==> src/rtl/spu_pkg.sv <==
// spu_pkg: opcodes, sequencer state encoding and instruction field helpers
// shared by the fetch sequencer, its ALU and the bench.
`default_nettype none

package spu_pkg;

    typedef enum logic [3:0] {
        OP_NOP  = 4'd0,
        OP_ADD  = 4'd1,
        OP_SUB  = 4'd2,
        OP_AND  = 4'd3,
        OP_OR   = 4'd4,
        OP_ADDI = 4'd5,
        OP_BEQ  = 4'd6,
        OP_JMP  = 4'd7,
        OP_HALT = 4'd15
    } opcode_e;

    typedef enum logic [2:0] {
        ST_IDLE      = 3'd0,
        ST_FETCH     = 3'd1,
        ST_DECODE    = 3'd2,
        ST_EXECUTE   = 3'd3,
        ST_WRITEBACK = 3'd4,
        ST_HALT      = 3'd5
    } state_e;

    localparam int OPC_MSB   = 15;
    localparam int OPC_LSB   = 12;
    localparam int RD_MSB    = 11;
    localparam int RD_LSB    = 9;
    localparam int RS1_MSB   = 8;
    localparam int RS1_LSB   = 6;
    localparam int RS2_MSB   = 5;
    localparam int RS2_LSB   = 3;
    localparam int IMM6_MSB  = 5;
    localparam int IMM12_MSB = 11;

    function automatic logic [15:0] sext_imm6(input logic [5:0] imm);
        return {{10{imm[5]}}, imm};
    endfunction

    function automatic logic writes_reg(input opcode_e op);
        return (op == OP_ADD) || (op == OP_SUB) || (op == OP_AND) ||
               (op == OP_OR)  || (op == OP_ADDI);
    endfunction

endpackage

`default_nettype wire

==> src/rtl/spu_alu.sv <==
// spu_alu: combinational 16-bit ALU with an operand-equality flag for branches.
`default_nettype none

module spu_alu
    import spu_pkg::*;
(
    input  opcode_e     op,
    input  logic [15:0] a,
    input  logic [15:0] b,
    output logic [15:0] result,
    output logic        equal
);

    always_comb begin
        result = 16'h0000;
        case (op)
            OP_ADD, OP_ADDI: result = a + b;
            OP_SUB, OP_BEQ:  result = a - b;
            OP_AND:          result = a & b;
            OP_OR:           result = a | b;
            default:         result = 16'h0000;
        endcase
    end

    assign equal = (a == b);

endmodule

`default_nettype wire

==> src/rtl/fetch_sequencer.sv <==
// fetch_sequencer: multi-cycle fetch/decode/execute/writeback controller for
// the 16-bit SPU core, driving the instruction cache and register-file ports.
`default_nettype none

module fetch_sequencer
    import spu_pkg::*;
#(
    parameter logic [15:0] RESET_PC = 16'h0000,
    parameter int          PC_STEP  = 2
) (
    input  logic        clk,
    input  logic        rst,
    input  logic        run,
    output logic [15:0] counter,
    output logic        fetch_req,
    input  logic        fetch_ack,
    input  logic [15:0] instruction,
    output logic [2:0]  reg_read_address_1,
    output logic [2:0]  reg_read_address_2,
    input  logic [15:0] reg_read_data_1,
    input  logic [15:0] reg_read_data_2,
    output logic        reg_write_enable,
    output logic [2:0]  reg_write_destination,
    output logic [15:0] reg_write_data,
    output logic        halted
);

    localparam logic [15:0] PC_INC = 16'(PC_STEP);

    state_e      state;
    state_e      state_next;
    logic [15:0] ir;
    opcode_e     op;
    logic [15:0] imm6_ext;
    logic [15:0] alu_b;
    logic [15:0] alu_result;
    logic        alu_equal;
    logic        branch_taken;
    logic [15:0] next_pc;

    assign op       = opcode_e'(ir[OPC_MSB:OPC_LSB]);
    assign imm6_ext = sext_imm6(ir[IMM6_MSB:0]);
    assign alu_b    = (op == OP_ADDI) ? imm6_ext : reg_read_data_2;

    spu_alu u_alu (
        .op     (op),
        .a      (reg_read_data_1),
        .b      (alu_b),
        .result (alu_result),
        .equal  (alu_equal)
    );

    always_ff @(posedge clk or posedge rst) begin
        if (rst) begin
            state <= ST_IDLE;
        end else begin
            state <= state_next;
        end
    end

    always_comb begin
        state_next = state;
        case (state)
            ST_IDLE:      if (run) state_next = ST_FETCH;
            ST_FETCH:     if (fetch_ack) state_next = ST_DECODE;
            ST_DECODE:    state_next = ST_EXECUTE;
            ST_EXECUTE:   state_next = (op == OP_HALT) ? ST_HALT : ST_WRITEBACK;
            ST_WRITEBACK: state_next = run ? ST_FETCH : ST_IDLE;
            ST_HALT:      state_next = ST_HALT;
            default:      state_next = ST_IDLE;
        endcase
    end

    // Branch target is relative to the BEQ's own address plus one word.
    always_comb begin
        next_pc = counter + PC_INC;
        case (op)
            OP_BEQ:  if (branch_taken) next_pc = counter + 16'd2 + {imm6_ext[14:0], 1'b0};
            OP_JMP:  next_pc = {3'b000, ir[IMM12_MSB:0], 1'b0};
            default: next_pc = counter + PC_INC;
        endcase
    end

    always_ff @(posedge clk or posedge rst) begin
        if (rst) begin
            counter        <= RESET_PC;
            ir             <= 16'h0000;
            reg_write_data <= 16'h0000;
            branch_taken   <= 1'b0;
        end else begin
            case (state)
                ST_FETCH: begin
                    if (fetch_ack) ir <= instruction;
                end
                ST_EXECUTE: begin
                    reg_write_data <= alu_result;
                    branch_taken   <= (op == OP_BEQ) && alu_equal;
                end
                ST_WRITEBACK: begin
                    counter <= next_pc;
                end
                default: ;
            endcase
        end
    end

    // Register selects come straight from IR, so they stay valid from
    // DECODE until the next instruction is latched.
    assign reg_read_address_1    = ir[RS1_MSB:RS1_LSB];
    assign reg_read_address_2    = ir[RS2_MSB:RS2_LSB];
    assign reg_write_destination = ir[RD_MSB:RD_LSB];
    assign reg_write_enable      = (state == ST_WRITEBACK) && writes_reg(op);
    assign fetch_req             = (state == ST_FETCH);
    assign halted                = (state == ST_HALT);

endmodule

`default_nettype wire

==> config.mk <==
export PLATFORM = sky130hd
export DESIGN_NAME = fetch_sequencer
export DESIGN_NICKNAME = d
export VERILOG_FILES = /design/src/rtl/spu_pkg.sv /design/src/rtl/spu_alu.sv /design/src/rtl/fetch_sequencer.sv
export SDC_FILE = /design/constraint.sdc
export NUM_CORES = 1
export LEC_CHECK = 0
export CORE_ASPECT_RATIO = 2
export CORE_UTILIZATION = 40
export CTS_BUF_LIST = sky130_fd_sc_hd__clkbuf_8
export DETAILED_ROUTE_END_ITERATION = 7
export DONT_BUFFER_PORTS = 1
export GPL_TIMING_DRIVEN = 0
export PLACE_DENSITY = 0.52
export SLEW_MARGIN = 20
export SYNTH_ARGS = -nofsm -noshare
export SYNTH_HDL_FRONTEND = slang
export SYNTH_HIERARCHICAL = 1
export SYNTH_SLANG_ARGS = --single-unit
==> constraint.sdc <==
create_clock -name clk -period 4.5 [get_ports clk]
set_input_delay 1.35 -clock clk [delete_from_list [all_inputs] [get_ports clk]]
set_output_delay 1.35 -clock clk [all_outputs]
set_load 0.01 [all_outputs]
Yosys cells after proc, flatten, opt, wreduce, memory -nomap -nowiden. Index checks and enable logic that the tools add are counted.

Flip-flop bits (word level): 52. Input bits: 52. Output and inout port bits: 44. Logic and storage cells: 47.

$add $sub $neg: 4. Equality and inequality tests: 16. Muxes and demuxes: 9. Bitwise operators: 2. Reduce and logical (&&, ||, !) cells: 11.

Operators with widths (count): case mux 16 bit (4 select lines) (1); adder 16 bit (2); 2-to-1 mux 16 bit (2); case mux 16 bit (2 select lines) (1); case mux 3 bit (6 select lines) (1); adder 16 x 2 -> 16 bit, second input constant (1); AND 16 bit (1); equality test 16 bit (1); equality test 4 x 3 -> 1 bit, second input constant (4); bitwise OR 16 bit (1); subtractor 16 bit (1); equality test 4 x 2 -> 1 bit, second input constant (2); equality test 3 x 2 -> 1 bit, second input constant (2); equality test 3 bit, second input constant (2); 2-to-1 mux 3 bit (2); equality test 4 x 1 -> 1 bit, second input constant (1); equality test 4 bit, second input constant (1); logical OR 1 bit (4); AND reduction 2 bit (2); OR reduction 2 bit (2); equality test 3 x 1 -> 1 bit, second input constant (1); logical NOT 3 bit (1); logical AND 1 bit (2); 2-to-1 mux 1 bit (2); 2 further kinds (2).

Logic depth before layout (Yosys ltp). Gate-level depths: netlist of run 1.

Depth after elaboration: 6. Mapped depth: 19. Mapped depth without buffers: 16.

Modules after synthesis. Netlist of run 1, hierarchy kept.

Modules (own cells, without submodules): fetch_sequencer (instances 1, cells an instance 392, area each 3533.4 um^2, seq. area each 1276.2 um^2); spu_alu (instances 1, cells an instance 346, area each 2336.0 um^2, seq. area each 0.0 um^2).

Worst setup path before layout of run 1. Ideal clock, no wire load.

Path type: flip-flop to flip-flop. From: reg ir[12]. To: reg reg_write_data[9]. Library setup time: 0.125 ns. Arrival time: 3.687 ns. Required time: 4.375 ns. Path slack: 0.688 ns. Cell stages (with the launch flop): 18. Buffers on the path: 4. Period minus slack after synthesis: 3.812 ns. Path through: dfrtp_1 > buf_2 > inv_2 > or4b_1 > clkbuf_1 > inv_2 > nand2_1 > clkbuf_1 > nand2_1 > inv_1 > ha_1 > buf_2 > or2_2 > a21oi_1 > o41ai_2 > a221o_1 > a221o_1 > mux2_2.

Longest elaborated chain between the ends: 4. Elaborated cells between the ends (all ways): 14. Those cells by class: add/sub: 2; eq/ne: 6; mux: 2; bitwise: 2; reduce/logical: 2.

RTL lines: start: declaration (line fetch_sequencer.sv:32) `logic [15:0] ir;`; start signal: assignment (line fetch_sequencer.sv:93) `if (fetch_ack) ir <= instruction;`; equality test 4 x 3 -> 1 bit (*) (line fetch_sequencer.sv:43) `assign alu_b = (op == OP_ADDI) ? imm6_ext : reg_read_data_2;`; 2-to-1 mux 16 bit (*) (line fetch_sequencer.sv:43); named net alu_b[5] (line fetch_sequencer.sv:35) `logic [15:0] alu_b;`; subtractor 16 bit / adder 16 bit (equally long branches) (line spu_alu.sv:18, spu_alu.sv:17); case mux 16 bit (4 select lines) (*) (line spu_alu.sv:16) `case (op)`; named net alu_result[9] (line fetch_sequencer.sv:36) `logic [15:0] alu_result;`; end signal: assignment (line fetch_sequencer.sv:96) `reg_write_data <= alu_result;`; end: declaration (line fetch_sequencer.sv:24) `output logic [15:0] reg_write_data,`.

Mark *: on every way through the listed nets, which the timed path passes. The rest lies on a longest branch. A chain may end at the register's enable or synchronous reset.

Final worst setup path of run 1.
From: reg ir[12]. To: reg reg_write_data[15].

The elaborated chain is that of the path after synthesis.

==> flow_summary.html, run 1 <==
<table>
<tr><th>Metric</th><th>Value</th></tr>
<tr><th colspan="2">Run status</th></tr>
<tr><td>Run status</td><td>finished, final reports clean</td></tr>
<tr><th colspan="2">Critical path</th></tr>
<tr><td>Crit. End Element</td><td>flop</td></tr>
<tr><td>Critical path startpoint category</td><td>flop</td></tr>
<tr><td>Kind of cell adding the most delay to the critical path</td><td>compound AO/OA/AOI/OAI gates</td></tr>
<tr><td>Worst path max stage delay</td><td>630 ps</td></tr>
<tr><td>Arrival time of data at the critical path endpoint</td><td>4520 ps</td></tr>
<tr><td>Crit path cell chain</td><td>clkbuf_4, inv_2, or4b_4, inv_2, nand2_1, buf_4, nand2_1, inv_1, ha_1, buf_2, inv_1, a21oi_1, nand3_1, a2111oi_2, a21oi_2, o311ai_2, mux2_2</td></tr>
<tr><td>Number of buffer and inverter instances along the worst setup path</td><td>7</td></tr>
<tr><td>Required time of the critical path</td><td>4760 ps</td></tr>
<tr><td>Highest fanout seen on the critical path</td><td>10</td></tr>
<tr><td>Cell at the slowest stage of the critical path</td><td>sky130_fd_sc_hd__or4b_4</td></tr>
<tr><td>Crit path kind</td><td>flop to flop</td></tr>
<tr><th colspan="2">Die</th></tr>
<tr><td>Effective utilization at floorplan</td><td>40.90%</td></tr>
<tr><td>Standard cell core area</td><td>14350 µm²</td></tr>
<tr><td>Die Wd</td><td>87.66 µm</td></tr>
<tr><td>Cell Rows</td><td>62</td></tr>
<tr><td>Die Footprint</td><td>15190 µm²</td></tr>
<tr><td>Boundary Pins</td><td>96</td></tr>
<tr><td>Die outline height</td><td>173.3 µm</td></tr>
<tr><th colspan="2">Logic synthesis</th></tr>
<tr><td>Number of standard cells after synthesis</td><td>738</td></tr>
<tr><td>Synthesized netlist net count</td><td>864</td></tr>
<tr><td>Synthesized area per cell</td><td>7.953 µm²</td></tr>
<tr><td>Most area-consuming cells after synthesis</td><td>sky130_fd_sc_hd__dfrtp_1, sky130_fd_sc_hd__ha_1, sky130_fd_sc_hd__nand2_1, sky130_fd_sc_hd__mux2_2, sky130_fd_sc_hd__a21oi_1</td></tr>
<tr><td>Area leader, netlist</td><td>sky130_fd_sc_hd__dfrtp_1</td></tr>
<tr><td>Seq/Total Area, Yosys</td><td>21.74%</td></tr>
<tr><td>Post-synth EDFFs</td><td>0</td></tr>
<tr><td>Flip-flop and latch count after synthesis</td><td>51</td></tr>
<tr><td>Portion of synthesized cell area occupied by the leading cell type</td><td>21.74%</td></tr>
<tr><td>Yosys cell types</td><td>77</td></tr>
<tr><td>Netlist Area Pre-Place</td><td>5869 µm²</td></tr>
<tr><td>Predominant post-synthesis flop cell</td><td>sky130_fd_sc_hd__dfrtp_1</td></tr>
<tr><td>Share of flip-flops with an asynchronous set or reset after synthesis</td><td>100.0%</td></tr>
<tr><td>Number of synthesis warnings</td><td>6</td></tr>
<tr><th colspan="2">Detailed routing</th></tr>
<tr><td>WL final</td><td>19240 µm</td></tr>
<tr><td>Routed wire length per instance</td><td>20.53 µm</td></tr>
<tr><td>Count of nets left with antenna violations after detail routing</td><td>0</td></tr>
<tr><td>First-iteration detailed-routing DRC count</td><td>257</td></tr>
<tr><td>Detailed-route vias per instance</td><td>5.914</td></tr>
<tr><td>DRT Pass-1 Iters</td><td>5</td></tr>
<tr><td>Total DRC errors in the routed layout</td><td>0</td></tr>
<tr><td>Number of vias in the routed layout</td><td>5541</td></tr>
<tr><th colspan="2">Final layout</th></tr>
<tr><td>Number of filler instances in the final layout</td><td>1487</td></tr>
<tr><td>Multi-input gate area in the final layout</td><td>4207 µm²</td></tr>
<tr><td>Final non-filler cell total</td><td>937</td></tr>
<tr><td>P&amp;R area growth vs syn</td><td>6.736%</td></tr>
<tr><td>Area taken by flip-flops and latches</td><td>1277 µm²</td></tr>
<tr><td>Number of inserted diodes</td><td>0</td></tr>
<tr><td>Share of post-route cells with drive strength above 1</td><td>12.89%</td></tr>
<tr><td>Post-layout nets</td><td>870</td></tr>
<tr><th colspan="2">STA</th></tr>
<tr><td>Unrepaired setup endpoints after global routing</td><td>no</td></tr>
<tr><td>Max-slew violation count</td><td>0</td></tr>
<tr><td>Highest attainable clock frequency</td><td>235.1 MHz</td></tr>
<tr><td>Max_slew headroom</td><td>33.09%</td></tr>
<tr><td>Final worst clock skew</td><td>18.79 ps</td></tr>
<tr><td>Setup violators final</td><td>0</td></tr>
<tr><td>Final Hold Fails</td><td>0</td></tr>
<tr><td>Worst Hold Slack</td><td>545.5 ps</td></tr>
<tr><td>Post-route clock period utilization</td><td>94.53%</td></tr>
<tr><td>Post-layout minimum cycle time</td><td>4254 ps</td></tr>
<tr><td>Transition at the pin with the smallest max-transition slack</td><td>997.0 ps</td></tr>
<tr><th colspan="2">Global route</th></tr>
<tr><td>Met2 GRT Util</td><td>51.56%</td></tr>
<tr><td>Antenna violations before repair</td><td>0</td></tr>
<tr><td>Global-route wire length before repair</td><td>30030 µm</td></tr>
<tr><td>Maximum number of pins on one net before global-route repair</td><td>52</td></tr>
<tr><td>Grt peak-use layer</td><td>met2</td></tr>
<tr><td>Via count of the first global-routing pass</td><td>5752</td></tr>
<tr><td>Gr usage total</td><td>26.15%</td></tr>
<tr><td>Global route overflow</td><td>0</td></tr>
<tr><td>Met1 demand-to-capacity share in global routing</td><td>24.26%</td></tr>
<tr><td>M3 GR Usage</td><td>2.952%</td></tr>
<tr><th colspan="2">Place</th></tr>
<tr><td>Number of instances in the placed design</td><td>930</td></tr>
<tr><td>Final weighted congestion in routability-driven placement</td><td>0.9353</td></tr>
<tr><td>Placed wire-length estimate</td><td>15390 µm</td></tr>
<tr><td>Port Buf Inserts</td><td>0</td></tr>
<tr><th colspan="2">Power</th></tr>
<tr><td>Maximum resistive drop on vdd</td><td>0.2221 mV</td></tr>
<tr><td>Pwr/cell area</td><td>629.9 nW/µm²</td></tr>
<tr><td>Total leakage power</td><td>2.910 nW</td></tr>
<tr><th colspan="2">CTS</th></tr>
<tr><td>Maximum buffer depth of the clock tree</td><td>2</td></tr>
<tr><td>CTS tree</td><td>done</td></tr>
<tr><td>Post-cts hold buffer count</td><td>0</td></tr>
<tr><td>Clock transition at the register clock pins on the worst setup and hold paths after CTS</td><td>100 ps</td></tr>
<tr><td>Total CTS buffers</td><td>5</td></tr>
<tr><td>Clk Tree Root Cell</td><td>sky130_fd_sc_hd__clkbuf_8</td></tr>
<tr><td>Number of sinks driven by the clock tree</td><td>51</td></tr>
<tr><td>Htree depth</td><td>2</td></tr>
<tr><td>Clk Latency, worst-skew pair</td><td>340 ps</td></tr>
<tr><th colspan="2">Worst hold path</th></tr>
<tr><td>Hold Path Class</td><td>flop to flop</td></tr>
<tr><th colspan="2">Job</th></tr>
<tr><td>MaxCap Viol Count</td><td>0</td></tr>
</table>
==> cell usage after synthesis, drive strengths merged, types with 5 or more instances <==
cell / number
a211oi: 7
a21o: 11
a21oi: 47
a221o: 11
a221oi: 5
a31oi: 7
and2: 5
buf: 22
clkbuf: 17
dfrtp: 51
ha: 71
inv: 61
mux2: 31
nand2: 100
nand3: 19
nand4: 11
nor2: 56
nor2b: 12
nor3: 15
o211ai: 6
o21ai: 50
o21bai: 5
o221ai: 12
o22ai: 8
or2: 8
xnor2: 14
xor2: 10
==> logic make-up (layout without fill, tap and decap cells) <==
logic type / Yosys count / in the layout / share of synthesized area, %
xor gates and xnor gates: 24 / 24 / 3.581
other: 1 / 1 / 0.06389
muxes: 34 / 34 / 6.459
AOI/OAI and AO/OA: 199 / 199 / 23.45
and+or+nand+nor: 255 / 255 / 21.15
buffers and inverters: 100 / 107 / 7.397
adders and majority gates: 74 / 74 / 16.16
DFF: 51 / 51 / 21.74
==> flip-flops by register name, indices dropped and copies added, names as in the netlist <==
| signal | count |
|---|---|
| counter | 15 |
| reg_write_data | 16 |
| state | 3 |
| ir | 16 |
| branch_taken | 1 |
==> cells in the final DEF (no fill, tap or decap), types with 4 or more instances in the layout <==
cell | Yosys | layout
sky130_fd_sc_hd__or2_2 | 5 | 5
sky130_fd_sc_hd__buf_4 | 10 | 11
sky130_fd_sc_hd__xor2_1 | 10 | 10
sky130_fd_sc_hd__a221oi_1 | 5 | 5
sky130_fd_sc_hd__nand4_1 | 10 | 10
sky130_fd_sc_hd__nor3_1 | 14 | 14
sky130_fd_sc_hd__a221o_1 | 11 | 11
sky130_fd_sc_hd__o21ai_0 | 41 | 41
sky130_fd_sc_hd__ha_1 | 71 | 70
sky130_fd_sc_hd__a21oi_2 | 1 | 5
sky130_fd_sc_hd__inv_1 | 59 | 59
sky130_fd_sc_hd__a21o_1 | 11 | 11
sky130_fd_sc_hd__nand3b_1 | 4 | 4
sky130_fd_sc_hd__a211oi_1 | 4 | 4
sky130_fd_sc_hd__nor2b_1 | 11 | 11
sky130_fd_sc_hd__nor2_1 | 56 | 56
sky130_fd_sc_hd__and2_1 | 5 | 5
sky130_fd_sc_hd__nand2_1 | 100 | 100
sky130_fd_sc_hd__a31oi_1 | 7 | 7
sky130_fd_sc_hd__clkbuf_1 | 17 | 14
sky130_fd_sc_hd__o211ai_1 | 5 | 5
sky130_fd_sc_hd__o22ai_1 | 7 | 7
sky130_fd_sc_hd__xnor2_1 | 14 | 14
sky130_fd_sc_hd__dfrtp_1 | 51 | 50
sky130_fd_sc_hd__o21ai_1 | 9 | 8
sky130_fd_sc_hd__buf_2 | 11 | 10
sky130_fd_sc_hd__clkbuf_8 | 0 | 7
sky130_fd_sc_hd__o21bai_1 | 5 | 5
sky130_fd_sc_hd__and3_1 | 4 | 4
sky130_fd_sc_hd__a21oi_1 | 46 | 42
sky130_fd_sc_hd__o221ai_1 | 12 | 12
sky130_fd_sc_hd__mux2_2 | 31 | 31
sky130_fd_sc_hd__nand3_1 | 19 | 19
==> timing repair <==
item | CTS | global route
setup buffers | 0 | 0
pin swaps | 2 | 2
setup endpoints to repair | 9 | 7
resized for setup | 8 | 9
endpoints found under the hold margin | 0 | 0
==> where the power goes <==
group	internal (mW)	total [mW]	switching (mW)
Combinational	1.09	2.64	1.55
Sequential	0.661	0.994	0.333
Clock	0.139	0.313	0.175
==> per-layer routing <==
layer,vias up,wire length [µm]
met5,-,0
met4,0,1109
met3,64,833
met2,180,11040
met1,2665,6248
li1,2632,-
==> final cells by class <==
cell class | count | share of cell area [%]
Multi-Input combinational cell | 587 | 67.15
Sequential cell | 51 | 20.39
Tap cell | 192 | 3.835
Inverter | 61 | 3.695
Buffer | 38 | 3.335
Clock buffer | 7 | 1.538
Clock inverter | 1 | 0.05992
==> path summary, 6_finish.rpt <==
check	to	cells after the start	start	slack (ps)
worst max-delay path	reg_write_data[15]$_DFFE_PP0N_	17	ir[12]$_DFFE_PP0P_	250
worst min-delay path	ir[10]$_DFFE_PP0P_	1	ir[10]$_DFFE_PP0P_	550
worst max register to register	reg_write_data[15]$_DFFE_PP0N_	17	ir[12]$_DFFE_PP0P_	250
worst min register to register	ir[10]$_DFFE_PP0P_	1	ir[10]$_DFFE_PP0P_	550
max in group asynchronous	ir[12]$_DFFE_PP0P_	1	rst	3030
min in group asynchronous	counter[13]$_DFFE_PP0P_	1	rst	980
==> per-stage QoR <==
step	setup WS, ps	instance area [µm²]	total power [mW]	setup TNS (ps)	utilization, %
after floorplan	688.2	5869	2.885	0	-
after global placement	-314.9	6110	3.530	-835.9	42.57
after detailed placement	-339.0	6112	3.587	-1190	42.59
after CTS	106.6	6236	3.931	0	43.45
after global routing	13.91	6265	4.267	0	43.65
final	246.1	6265	3.946	0	43.65
Note: power is estimated with default switching activity, not from simulation.
==> run 2, diff against run 1 <==
--- a/config.mk
+++ b/config.mk
@@ -12,7 +12,6 @@
 export DONT_BUFFER_PORTS = 1
 export GPL_TIMING_DRIVEN = 0
 export PLACE_DENSITY = 0.52
-export SLEW_MARGIN = 20
 export SYNTH_ARGS = -nofsm -noshare
 export SYNTH_HDL_FRONTEND = slang
 export SYNTH_HIERARCHICAL = 1
==> flow_summary.html, run 2 (synthesis gave the netlist of run 1 again) <==
<table>
<tr><th>Metric</th><th>Value</th></tr>
<tr><th colspan="2">Run status</th></tr>
<tr><td>Run status</td><td>finished, final reports clean</td></tr>
<tr><th colspan="2">Detailed routing</th></tr>
<tr><td>Total DRC errors in the routed layout</td><td>0 (unchanged)</td></tr>
<tr><td>Routed wire length per instance</td><td>20.37 µm (-0.76%)</td></tr>
<tr><td>WL final</td><td>19090 µm (-0.76%)</td></tr>
<tr><td>DRT Pass-1 Iters</td><td>6 (+1)</td></tr>
<tr><td>Number of vias in the routed layout</td><td>5479 (-1.1%)</td></tr>
<tr><td>Count of nets left with antenna violations after detail routing</td><td>0 (unchanged)</td></tr>
<tr><td>Detailed-route vias per instance</td><td>5.847 (-1.1%)</td></tr>
<tr><td>First-iteration detailed-routing DRC count</td><td>272 (+5.8%)</td></tr>
<tr><th colspan="2">CTS</th></tr>
<tr><td>Clock transition at the register clock pins on the worst setup and hold paths after CTS</td><td>100 ps (about the same)</td></tr>
<tr><td>CTS tree</td><td>done</td></tr>
<tr><td>Total CTS buffers</td><td>5 (unchanged)</td></tr>
<tr><td>Number of sinks driven by the clock tree</td><td>51 (unchanged)</td></tr>
<tr><td>Htree depth</td><td>2 (unchanged)</td></tr>
<tr><td>Clk Tree Root Cell</td><td>sky130_fd_sc_hd__clkbuf_8</td></tr>
<tr><td>Clk Latency, worst-skew pair</td><td>330 ps (about the same)</td></tr>
<tr><td>Maximum buffer depth of the clock tree</td><td>2 (unchanged)</td></tr>
<tr><th colspan="2">Critical path</th></tr>
<tr><td>Cell at the slowest stage of the critical path</td><td>sky130_fd_sc_hd__or4b_4</td></tr>
<tr><td>Critical path startpoint category</td><td>flop</td></tr>
<tr><td>Crit path cell chain</td><td>clkbuf_4, inv_2, or4b_4, inv_2, nand2_1, clkbuf_4, nand2_1, inv_1, ha_1, or4_1, nor2_1, o21ai_0, a21oi_1, a211o_1, o311ai_2, mux2_2</td></tr>
<tr><td>Worst path max stage delay</td><td>630 ps (about the same)</td></tr>
<tr><td>Number of buffer and inverter instances along the worst setup path</td><td>5 (-2)</td></tr>
<tr><td>Crit. End Element</td><td>flop</td></tr>
<tr><td>Required time of the critical path</td><td>4710 ps (-50 ps)</td></tr>
<tr><td>Crit path kind</td><td>flop to flop</td></tr>
<tr><td>Arrival time of data at the critical path endpoint</td><td>4500 ps (-20 ps)</td></tr>
<tr><td>Highest fanout seen on the critical path</td><td>10 (unchanged)</td></tr>
<tr><td>Kind of cell adding the most delay to the critical path</td><td>simple AND/OR/NAND/NOR gates</td></tr>
<tr><th colspan="2">Power</th></tr>
<tr><td>Total leakage power</td><td>2.912 nW (about the same)</td></tr>
<tr><td>Switching portion of total power</td><td>52.35% (+0.23 points)</td></tr>
<tr><td>Portion of total power attributed to the clock network</td><td>7.0% (-0.9 points)</td></tr>
<tr><td>Maximum resistive drop on vdd</td><td>0.2468 mV (+11%)</td></tr>
<tr><td>Power share of the combinational group</td><td>67.5% (+0.6 points)</td></tr>
<tr><td>Pwr/cell area</td><td>622.9 nW/µm² (-1.1%)</td></tr>
<tr><td>Switching power of the nets</td><td>2.042 mW (-0.74%)</td></tr>
<tr><td>Total internal power</td><td>1.858 mW (-1.6%)</td></tr>
<tr><td>Final Power</td><td>3.900 mW (-1.2%)</td></tr>
<tr><td>Reg power frac</td><td>25.5% (+0.3 points)</td></tr>
<tr><th colspan="2">Die</th></tr>
<tr><td>Boundary Pins</td><td>96 (unchanged)</td></tr>
<tr><td>Die Wd</td><td>87.66 µm (unchanged)</td></tr>
<tr><td>Standard cell core area</td><td>14350 µm² (unchanged)</td></tr>
<tr><td>Effective utilization at floorplan</td><td>40.90% (unchanged)</td></tr>
<tr><td>Die outline height</td><td>173.3 µm (unchanged)</td></tr>
<tr><td>Die Footprint</td><td>15190 µm² (unchanged)</td></tr>
<tr><td>Cell Rows</td><td>62 (unchanged)</td></tr>
<tr><th colspan="2">Final layout</th></tr>
<tr><td>Largest regs</td><td>ir: 16 flops, reg_write_data: 16 flops, counter: 15 flops</td></tr>
<tr><td>Number of filler instances in the final layout</td><td>1467 (-1.3%)</td></tr>
<tr><td>P&amp;R area growth vs syn</td><td>6.672% (about the same)</td></tr>
<tr><td>Most common cell after layout, fill and taps aside</td><td>sky130_fd_sc_hd__nand2_1</td></tr>
<tr><td>Final non-filler cell total</td><td>937 (unchanged)</td></tr>
<tr><td>Share of post-route cells with drive strength above 1</td><td>12.89% (unchanged)</td></tr>
<tr><td>Number of inserted diodes</td><td>0 (unchanged)</td></tr>
<tr><td>Post-layout nets</td><td>872 (+0.23%)</td></tr>
<tr><td>Cell area after layout</td><td>6261 µm² (about the same)</td></tr>
<tr><td>Commonest cells after routing, fill and taps aside</td><td>sky130_fd_sc_hd__nand2_1, sky130_fd_sc_hd__ha_1, sky130_fd_sc_hd__inv_1</td></tr>
<tr><th colspan="2">STA</th></tr>
<tr><td>Unrepaired setup endpoints after global routing</td><td>no</td></tr>
<tr><td>Highest attainable clock frequency</td><td>232.9 MHz (-0.92%)</td></tr>
<tr><td>Max_slew headroom</td><td>19.22% (-14 points)</td></tr>
<tr><td>Max-slew violation count</td><td>0 (unchanged)</td></tr>
<tr><td>Setup violators final</td><td>0 (unchanged)</td></tr>
<tr><td>Final Hold Fails</td><td>0 (unchanged)</td></tr>
<tr><td>Transition at the pin with the smallest max-transition slack</td><td>1181 ps (+184.2 ps)</td></tr>
<tr><td>Final-layout setup total negative slack</td><td>0 ps (unchanged)</td></tr>
<tr><td>Final worst clock skew</td><td>22.13 ps (+3.344 ps)</td></tr>
<tr><td>Post-route clock period utilization</td><td>95.41% (+0.88 points)</td></tr>
<tr><td>Post-layout minimum cycle time</td><td>4293 ps (+39.42 ps)</td></tr>
<tr><th colspan="2">Place</th></tr>
<tr><td>Final weighted congestion in routability-driven placement</td><td>0.9353 (unchanged)</td></tr>
<tr><td>Placed wire-length estimate</td><td>15450 µm (+0.42%)</td></tr>
<tr><td>Port Buf Inserts</td><td>0 (unchanged)</td></tr>
<tr><td>Area after DPL</td><td>6130 µm² (+0.29%)</td></tr>
<tr><td>Number of instances in the placed design</td><td>931 (+0.11%)</td></tr>
<tr><th colspan="2">Global route</th></tr>
<tr><td>Gr usage total</td><td>25.80% (-0.35 points)</td></tr>
<tr><td>Global route overflow</td><td>0 (unchanged)</td></tr>
<tr><td>Antenna violations before repair</td><td>0 (unchanged)</td></tr>
<tr><td>Via count of the first global-routing pass</td><td>5610 (-2.5%)</td></tr>
<tr><td>Maximum number of pins on one net before global-route repair</td><td>39 (-25%)</td></tr>
<tr><td>Global-route wire length before repair</td><td>29430 µm (-2.0%)</td></tr>
<tr><th colspan="2">Worst hold path</th></tr>
<tr><td>Hold Path Class</td><td>flop to flop</td></tr>
<tr><th colspan="2">Job</th></tr>
<tr><td>MaxCap Viol Count</td><td>0 (unchanged)</td></tr>
</table>
## run 2: path summary, 6_finish.rpt
kind / end / depth (start not counted) / slack, ps / from
setup / recovery: reg_write_data[15]$_DFFE_PP0N_ / 16 / 210 / ir[12]$_DFFE_PP0P_
hold / removal: ir[6]$_DFFE_PP0P_ / 1 / 540 / ir[6]$_DFFE_PP0P_
setup reg to reg: reg_write_data[15]$_DFFE_PP0N_ / 16 / 210 / ir[12]$_DFFE_PP0P_
hold reg to reg: ir[6]$_DFFE_PP0P_ / 1 / 540 / ir[6]$_DFFE_PP0P_
max in group asynchronous: counter[5]$_DFFE_PP0P_ / 2 / 3110 / rst
min in group asynchronous: counter[13]$_DFFE_PP0P_ / 1 / 840 / rst
## run 2: cell type report
type | instances | area (µm²) | area share, %
inverter | 61 | 229.0 | 3.657
timing repair buffer | 2 | 27.53 | 0.4396
multi-input combinational | 587 | 4205 | 67.17
sequential | 51 | 1277 | 20.40
clock buffer | 5 | 68.82 | 1.099
tap | 192 | 240.2 | 3.837
clock inverter | 1 | 3.754 | 0.05995
buffer | 38 | 209.0 | 3.337
## run 2: metal layers
| metal | part of all wire [%] | GRT usage [%] | wire length, µm |
|---|---|---|---|
| met5 | 0 | 0 | 0 |
| met1 | 33 | 23.21 | 6233 |
| met3 | 3.9 | 3.476 | 752 |
| met2 | 58 | 51.95 | 11150 |
| met4 | 5.0 | 13.93 | 950 |
## run 2: worst reg2reg max path: stages (launching register included)
cell                       delay [ps]
sky130_fd_sc_hd__dfrtp_2          420
sky130_fd_sc_hd__clkbuf_4         220
sky130_fd_sc_hd__inv_2            100
sky130_fd_sc_hd__or4b_4           630
sky130_fd_sc_hd__inv_2            140
sky130_fd_sc_hd__nand2_1           80
sky130_fd_sc_hd__clkbuf_4         250
sky130_fd_sc_hd__nand2_1          150
sky130_fd_sc_hd__inv_1             80
sky130_fd_sc_hd__ha_1             380
sky130_fd_sc_hd__or4_1            550
sky130_fd_sc_hd__nor2_1           170
sky130_fd_sc_hd__o21ai_0          130
sky130_fd_sc_hd__a21oi_1          240
sky130_fd_sc_hd__a211o_1          150
sky130_fd_sc_hd__o311ai_2         150
sky130_fd_sc_hd__mux2_2           310
## run 2: per-stage QoR
stage	setup slack (ps)	hold WS, ps	utilization, %
global route	4.394	571.7	43.63
finish	206.6	544.6	43.63
detailed placement	-417.6	528.4	42.71
CTS	91.59	551.8	43.36
floorplan	688.2	503.5	-
global placement	-314.9	533.1	42.57
## run 2: power by group through the flow
stage / Combinational, mW / Sequential [mW] / Clock [mW]
detailed placement: 2.58 / 1.01 / 0
finish: 2.63 / 0.994 / 0.274
floorplan: 1.97 / 0.910 / 0
global route: 2.89 / 1.03 / 0.294
CTS: 2.61 / 0.998 / 0.281
global placement: 2.53 / 0.999 / 0
## run 2: timing repair
item	4_1_cts	5_1_grt
gates resized for setup	7	10
pin swaps	2	1
setup endpoints to repair	9	5
hold buffers	0	0
buffers inserted	0	1
==> run 3, diff against run 2 <==
--- a/config.mk
+++ b/config.mk
@@ -5,12 +5,11 @@
 export SDC_FILE = /design/constraint.sdc
 export NUM_CORES = 1
 export LEC_CHECK = 0
-export CORE_ASPECT_RATIO = 2
+export CORE_ASPECT_RATIO = 0.75
 export CORE_UTILIZATION = 40
 export CTS_BUF_LIST = sky130_fd_sc_hd__clkbuf_8
 export DETAILED_ROUTE_END_ITERATION = 7
 export DONT_BUFFER_PORTS = 1
-export GPL_TIMING_DRIVEN = 0
 export PLACE_DENSITY = 0.52
 export SYNTH_ARGS = -nofsm -noshare
 export SYNTH_HDL_FRONTEND = slang
==> flow_summary.html, run 3 (synthesis gave the netlist of run 1 again) <==
<table>
<tr><th>Metric</th><th>Value</th></tr>
<tr><th colspan="2">Die</th></tr>
<tr><td>Standard cell core area</td><td>14030 µm² (-2.3%)</td></tr>
<tr><td>Cell Rows</td><td>37 (-40%)</td></tr>
<tr><td>Effective utilization at floorplan</td><td>41.84% (+0.94 points)</td></tr>
<tr><td>Die Footprint</td><td>15170 µm² (-0.16%)</td></tr>
<tr><td>Boundary Pins</td><td>96 (unchanged)</td></tr>
<tr><td>Die Wd</td><td>141.9 µm (+62%)</td></tr>
<tr><td>Die outline height</td><td>106.9 µm (-38%)</td></tr>
<tr><th colspan="2">Detailed routing</th></tr>
<tr><td>WL final</td><td>18600 µm (-2.5%)</td></tr>
<tr><td>First-iteration detailed-routing DRC count</td><td>555 (+100%)</td></tr>
<tr><td>Number of vias in the routed layout</td><td>5438 (-0.75%)</td></tr>
<tr><td>Routed wire length per instance</td><td>20.40 µm (+0.13%)</td></tr>
<tr><td>DRT Pass-1 Iters</td><td>5 (-1)</td></tr>
<tr><td>Detailed-route vias per instance</td><td>5.963 (+2.0%)</td></tr>
<tr><td>Total DRC errors in the routed layout</td><td>0 (unchanged)</td></tr>
<tr><td>Count of nets left with antenna violations after detail routing</td><td>0 (unchanged)</td></tr>
<tr><th colspan="2">Final layout</th></tr>
<tr><td>Share of post-route cells with drive strength above 1</td><td>10.18% (-2.7 points)</td></tr>
<tr><td>Commonest cells after routing, fill and taps aside</td><td>sky130_fd_sc_hd__nand2_1, sky130_fd_sc_hd__ha_1, sky130_fd_sc_hd__inv_1</td></tr>
<tr><td>Number of inserted diodes</td><td>0 (unchanged)</td></tr>
<tr><td>P&amp;R area growth vs syn</td><td>3.624%</td></tr>
<tr><td>Most common cell after layout, fill and taps aside</td><td>sky130_fd_sc_hd__nand2_1</td></tr>
<tr><td>Final non-filler cell total</td><td>912 (-2.7%)</td></tr>
<tr><td>Post-layout nets</td><td>842 (-3.4%)</td></tr>
<tr><td>Largest regs</td><td>ir: 16 flops, reg_write_data: 16 flops, counter: 15 flops</td></tr>
<tr><td>Number of filler instances in the final layout</td><td>1442 (-1.7%)</td></tr>
<tr><th colspan="2">Critical path</th></tr>
<tr><td>Required time of the critical path</td><td>4730 ps (+20 ps)</td></tr>
<tr><td>Highest fanout seen on the critical path</td><td>17 (+7)</td></tr>
<tr><td>R2R Setup Slk</td><td>450 ps (+240 ps)</td></tr>
<tr><td>Crit. End Element</td><td>flop</td></tr>
<tr><td>Reg-to-reg startpoint</td><td>ir[12]$_DFFE_PP0P_</td></tr>
<tr><td>End of the worst register-to-register path</td><td>reg_write_data[13]$_DFFE_PP0N_</td></tr>
<tr><td>Crit path kind</td><td>flop to flop</td></tr>
<tr><td>Critical Path Start</td><td>ir[12]$_DFFE_PP0P_</td></tr>
<tr><td>Arrival time of data at the critical path endpoint</td><td>4280 ps (-220 ps)</td></tr>
<tr><td>Termination of the worst setup path</td><td>reg_write_data[13]$_DFFE_PP0N_</td></tr>
<tr><td>Critical path startpoint category</td><td>flop</td></tr>
<tr><td>Worst Reg-to-Reg Cells</td><td>15 (-1)</td></tr>
<tr><th colspan="2">Global route</th></tr>
<tr><td>Antenna violations before repair</td><td>0 (unchanged)</td></tr>
<tr><td>Maximum number of pins on one net before global-route repair</td><td>28 (-28%)</td></tr>
<tr><td>Global-route wire length before repair</td><td>29230 µm (-0.68%)</td></tr>
<tr><td>Via count of the first global-routing pass</td><td>5168 (-7.9%)</td></tr>
<tr><td>Gr usage total</td><td>25.20% (-0.60 points)</td></tr>
<tr><td>Global route overflow</td><td>0 (unchanged)</td></tr>
<tr><th colspan="2">CTS</th></tr>
<tr><td>Total CTS buffers</td><td>5 (unchanged)</td></tr>
<tr><td>Post-cts hold buffer count</td><td>0 (unchanged)</td></tr>
<tr><td>Maximum buffer depth of the clock tree</td><td>2 (unchanged)</td></tr>
<tr><td>Clock transition at the register clock pins on the worst setup and hold paths after CTS</td><td>110 ps (about the same)</td></tr>
<tr><td>Clk Tree Root Cell</td><td>sky130_fd_sc_hd__clkbuf_8</td></tr>
<tr><td>CTS tree</td><td>done</td></tr>
<tr><td>PostCTS Resize Cnt</td><td>0 (-7)</td></tr>
<tr><td>Clk Latency, worst-skew pair</td><td>330 ps (about the same)</td></tr>
<tr><td>Setup fix buffers added after clock tree synthesis</td><td>0 (unchanged)</td></tr>
<tr><td>Number of sinks driven by the clock tree</td><td>51 (unchanged)</td></tr>
<tr><td>Htree depth</td><td>2 (unchanged)</td></tr>
<tr><th colspan="2">STA</th></tr>
<tr><td>Final Hold Fails</td><td>0 (unchanged)</td></tr>
<tr><td>Transition at the pin with the smallest max-transition slack</td><td>1191 ps (+9.532 ps)</td></tr>
<tr><td>Setup violators final</td><td>0 (unchanged)</td></tr>
<tr><td>Final-layout setup total negative slack</td><td>0 ps (unchanged)</td></tr>
<tr><td>Post-route clock period utilization</td><td>90.01% (-5.4 points)</td></tr>
<tr><td>Highest attainable clock frequency</td><td>246.9 MHz (+6.0%)</td></tr>
<tr><td>Unrepaired setup endpoints after global routing</td><td>no</td></tr>
<tr><td>Max-slew violation count</td><td>0 (unchanged)</td></tr>
<tr><td>Max_slew headroom</td><td>20.38% (+1.2 points)</td></tr>
<tr><td>Post-layout minimum cycle time</td><td>4051 ps (-242.7 ps)</td></tr>
<tr><td>Slack of the critical path</td><td>449.4 ps (+242.7 ps)</td></tr>
<tr><td>Final worst clock skew</td><td>8.831 ps (-13.30 ps)</td></tr>
<tr><th colspan="2">Place</th></tr>
<tr><td>Final weighted congestion in routability-driven placement</td><td>0.9044 (-3.3%)</td></tr>
<tr><td>Number of instances in the placed design</td><td>904 (-2.9%)</td></tr>
<tr><td>Placed wire-length estimate</td><td>14420 µm (-6.7%)</td></tr>
<tr><td>Port Buf Inserts</td><td>0 (unchanged)</td></tr>
<tr><td>Pre-CTS setup slack</td><td>428.4 ps (+846.0 ps)</td></tr>
<tr><th colspan="2">Job</th></tr>
<tr><td>MaxCap Viol Count</td><td>0 (unchanged)</td></tr>
<tr><th colspan="2">Power</th></tr>
<tr><td>Final Power</td><td>3.836 mW (-1.6%)</td></tr>
<tr><td>Power share of the combinational group</td><td>66.0% (-1.5 points)</td></tr>
<tr><td>Total leakage power</td><td>2.822 nW (-3.1%)</td></tr>
<tr><td>Maximum resistive drop on vdd</td><td>0.2816 mV (+14%)</td></tr>
<tr><td>Portion of total power attributed to the clock network</td><td>8.3% (+1.3 points)</td></tr>
<tr><td>Pwr/cell area</td><td>630.8 nW/µm² (+1.3%)</td></tr>
<tr><td>Total internal power</td><td>1.813 mW (-2.4%)</td></tr>
<tr><td>Switching portion of total power</td><td>52.74% (+0.39 points)</td></tr>
<tr><td>Reg power frac</td><td>25.7% (+0.2 points)</td></tr>
<tr><td>Switching power of the nets</td><td>2.023 mW (-0.89%)</td></tr>
<tr><th colspan="2">Run status</th></tr>
<tr><td>Run status</td><td>finished, final reports clean</td></tr>
<tr><th colspan="2">Worst hold path</th></tr>
<tr><td>Hold Path Class</td><td>flop to flop</td></tr>
</table>
==> run 3: cell count changes in the layout (fill, tap and decap cells not counted), moves of 2 or more <==
cell / change
sky130_fd_sc_hd__a21oi_1: +6
sky130_fd_sc_hd__a21oi_2: -6
sky130_fd_sc_hd__buf_2: -10
sky130_fd_sc_hd__clkbuf_1: -14
sky130_fd_sc_hd__clkbuf_4: -2
==> run 3: cell type report <==
type                            instances  area [µm²]  share of cell area, %
Multi-Input combinational cell        587        4159                  68.38
Sequential cell                        51        1276                  20.98
Tap cell                              195       244.0                  4.012
Inverter                               61       229.0                  3.765
Clock buffer                            6       82.58                  1.358
Timing Repair Buffer                   10       75.07                  1.234
Clock inverter                          2       16.27                 0.2674
==> run 3: worst min-delay path by stage <==
stage / slack [ps] / from / depth (start not counted) / to
final: 570 / state[1]$_DFFE_PP0P_ / 1 / state[0]$_DFFE_PP0P_
after global routing: 610 / reg_write_data[3]$_DFFE_PP0N_ / 1 / reg_write_data[3]$_DFFE_PP0N_
after CTS: 580 / state[1]$_DFFE_PP0P_ / 1 / state[0]$_DFFE_PP0P_
after detailed placement: 560 / state[2]$_DFFE_PP0P_ / 1 / state[1]$_DFFE_PP0P_
after global placement: 540 / state[1]$_DFFE_PP0P_ / 1 / state[0]$_DFFE_PP0P_
after floorplan: 500 / ir[6]$_DFFE_PP0P_ / 1 / ir[6]$_DFFE_PP0P_
==> run 3: worst max-delay path: stages (launching register included) <==
cell and delay (ps):
sky130_fd_sc_hd__dfrtp_1 380, sky130_fd_sc_hd__inv_2 80, sky130_fd_sc_hd__or4b_1 590, sky130_fd_sc_hd__buf_4 250
sky130_fd_sc_hd__nand2_1 100, sky130_fd_sc_hd__nand2_1 100, sky130_fd_sc_hd__inv_1 90, sky130_fd_sc_hd__ha_1 330
sky130_fd_sc_hd__nor3_1 440, sky130_fd_sc_hd__o21ai_1 170, sky130_fd_sc_hd__a21oi_1 350, sky130_fd_sc_hd__o41ai_2 150
sky130_fd_sc_hd__nor3_1 290, sky130_fd_sc_hd__nand4b_1 160, sky130_fd_sc_hd__nand3_1 170, sky130_fd_sc_hd__mux2_2 300
==> run 3: power by group through the flow <==
stage	logic (mW)	registers, mW	clock network (mW)
after floorplan	1.97	0.910	0
after global placement	2.46	0.992	0
after detailed placement	2.48	0.997	0
after CTS	2.50	0.986	0.335
after global routing	2.80	1.02	0.352
final	2.53	0.986	0.319
==> run 3: stage by stage <==
stage / util (%) / instance area, µm² / hold WS [ps]
final: 43.36 / 6082 / 571.6
after global routing: 43.36 / 6082 / 608.9
after CTS: 43.36 / 6082 / 579.1
after detailed placement: 42.65 / 5983 / 563.8
after global placement: 42.65 / 5983 / 541.8
after floorplan: - / 5869 / 503.5
==> run 3: metal layers <==
layer	wire length (µm)	GRT usage (%)
met3	1745	6.565
met2	7185	34.24
met4	192	4.301
met5	0	0
met1	9481	39.22
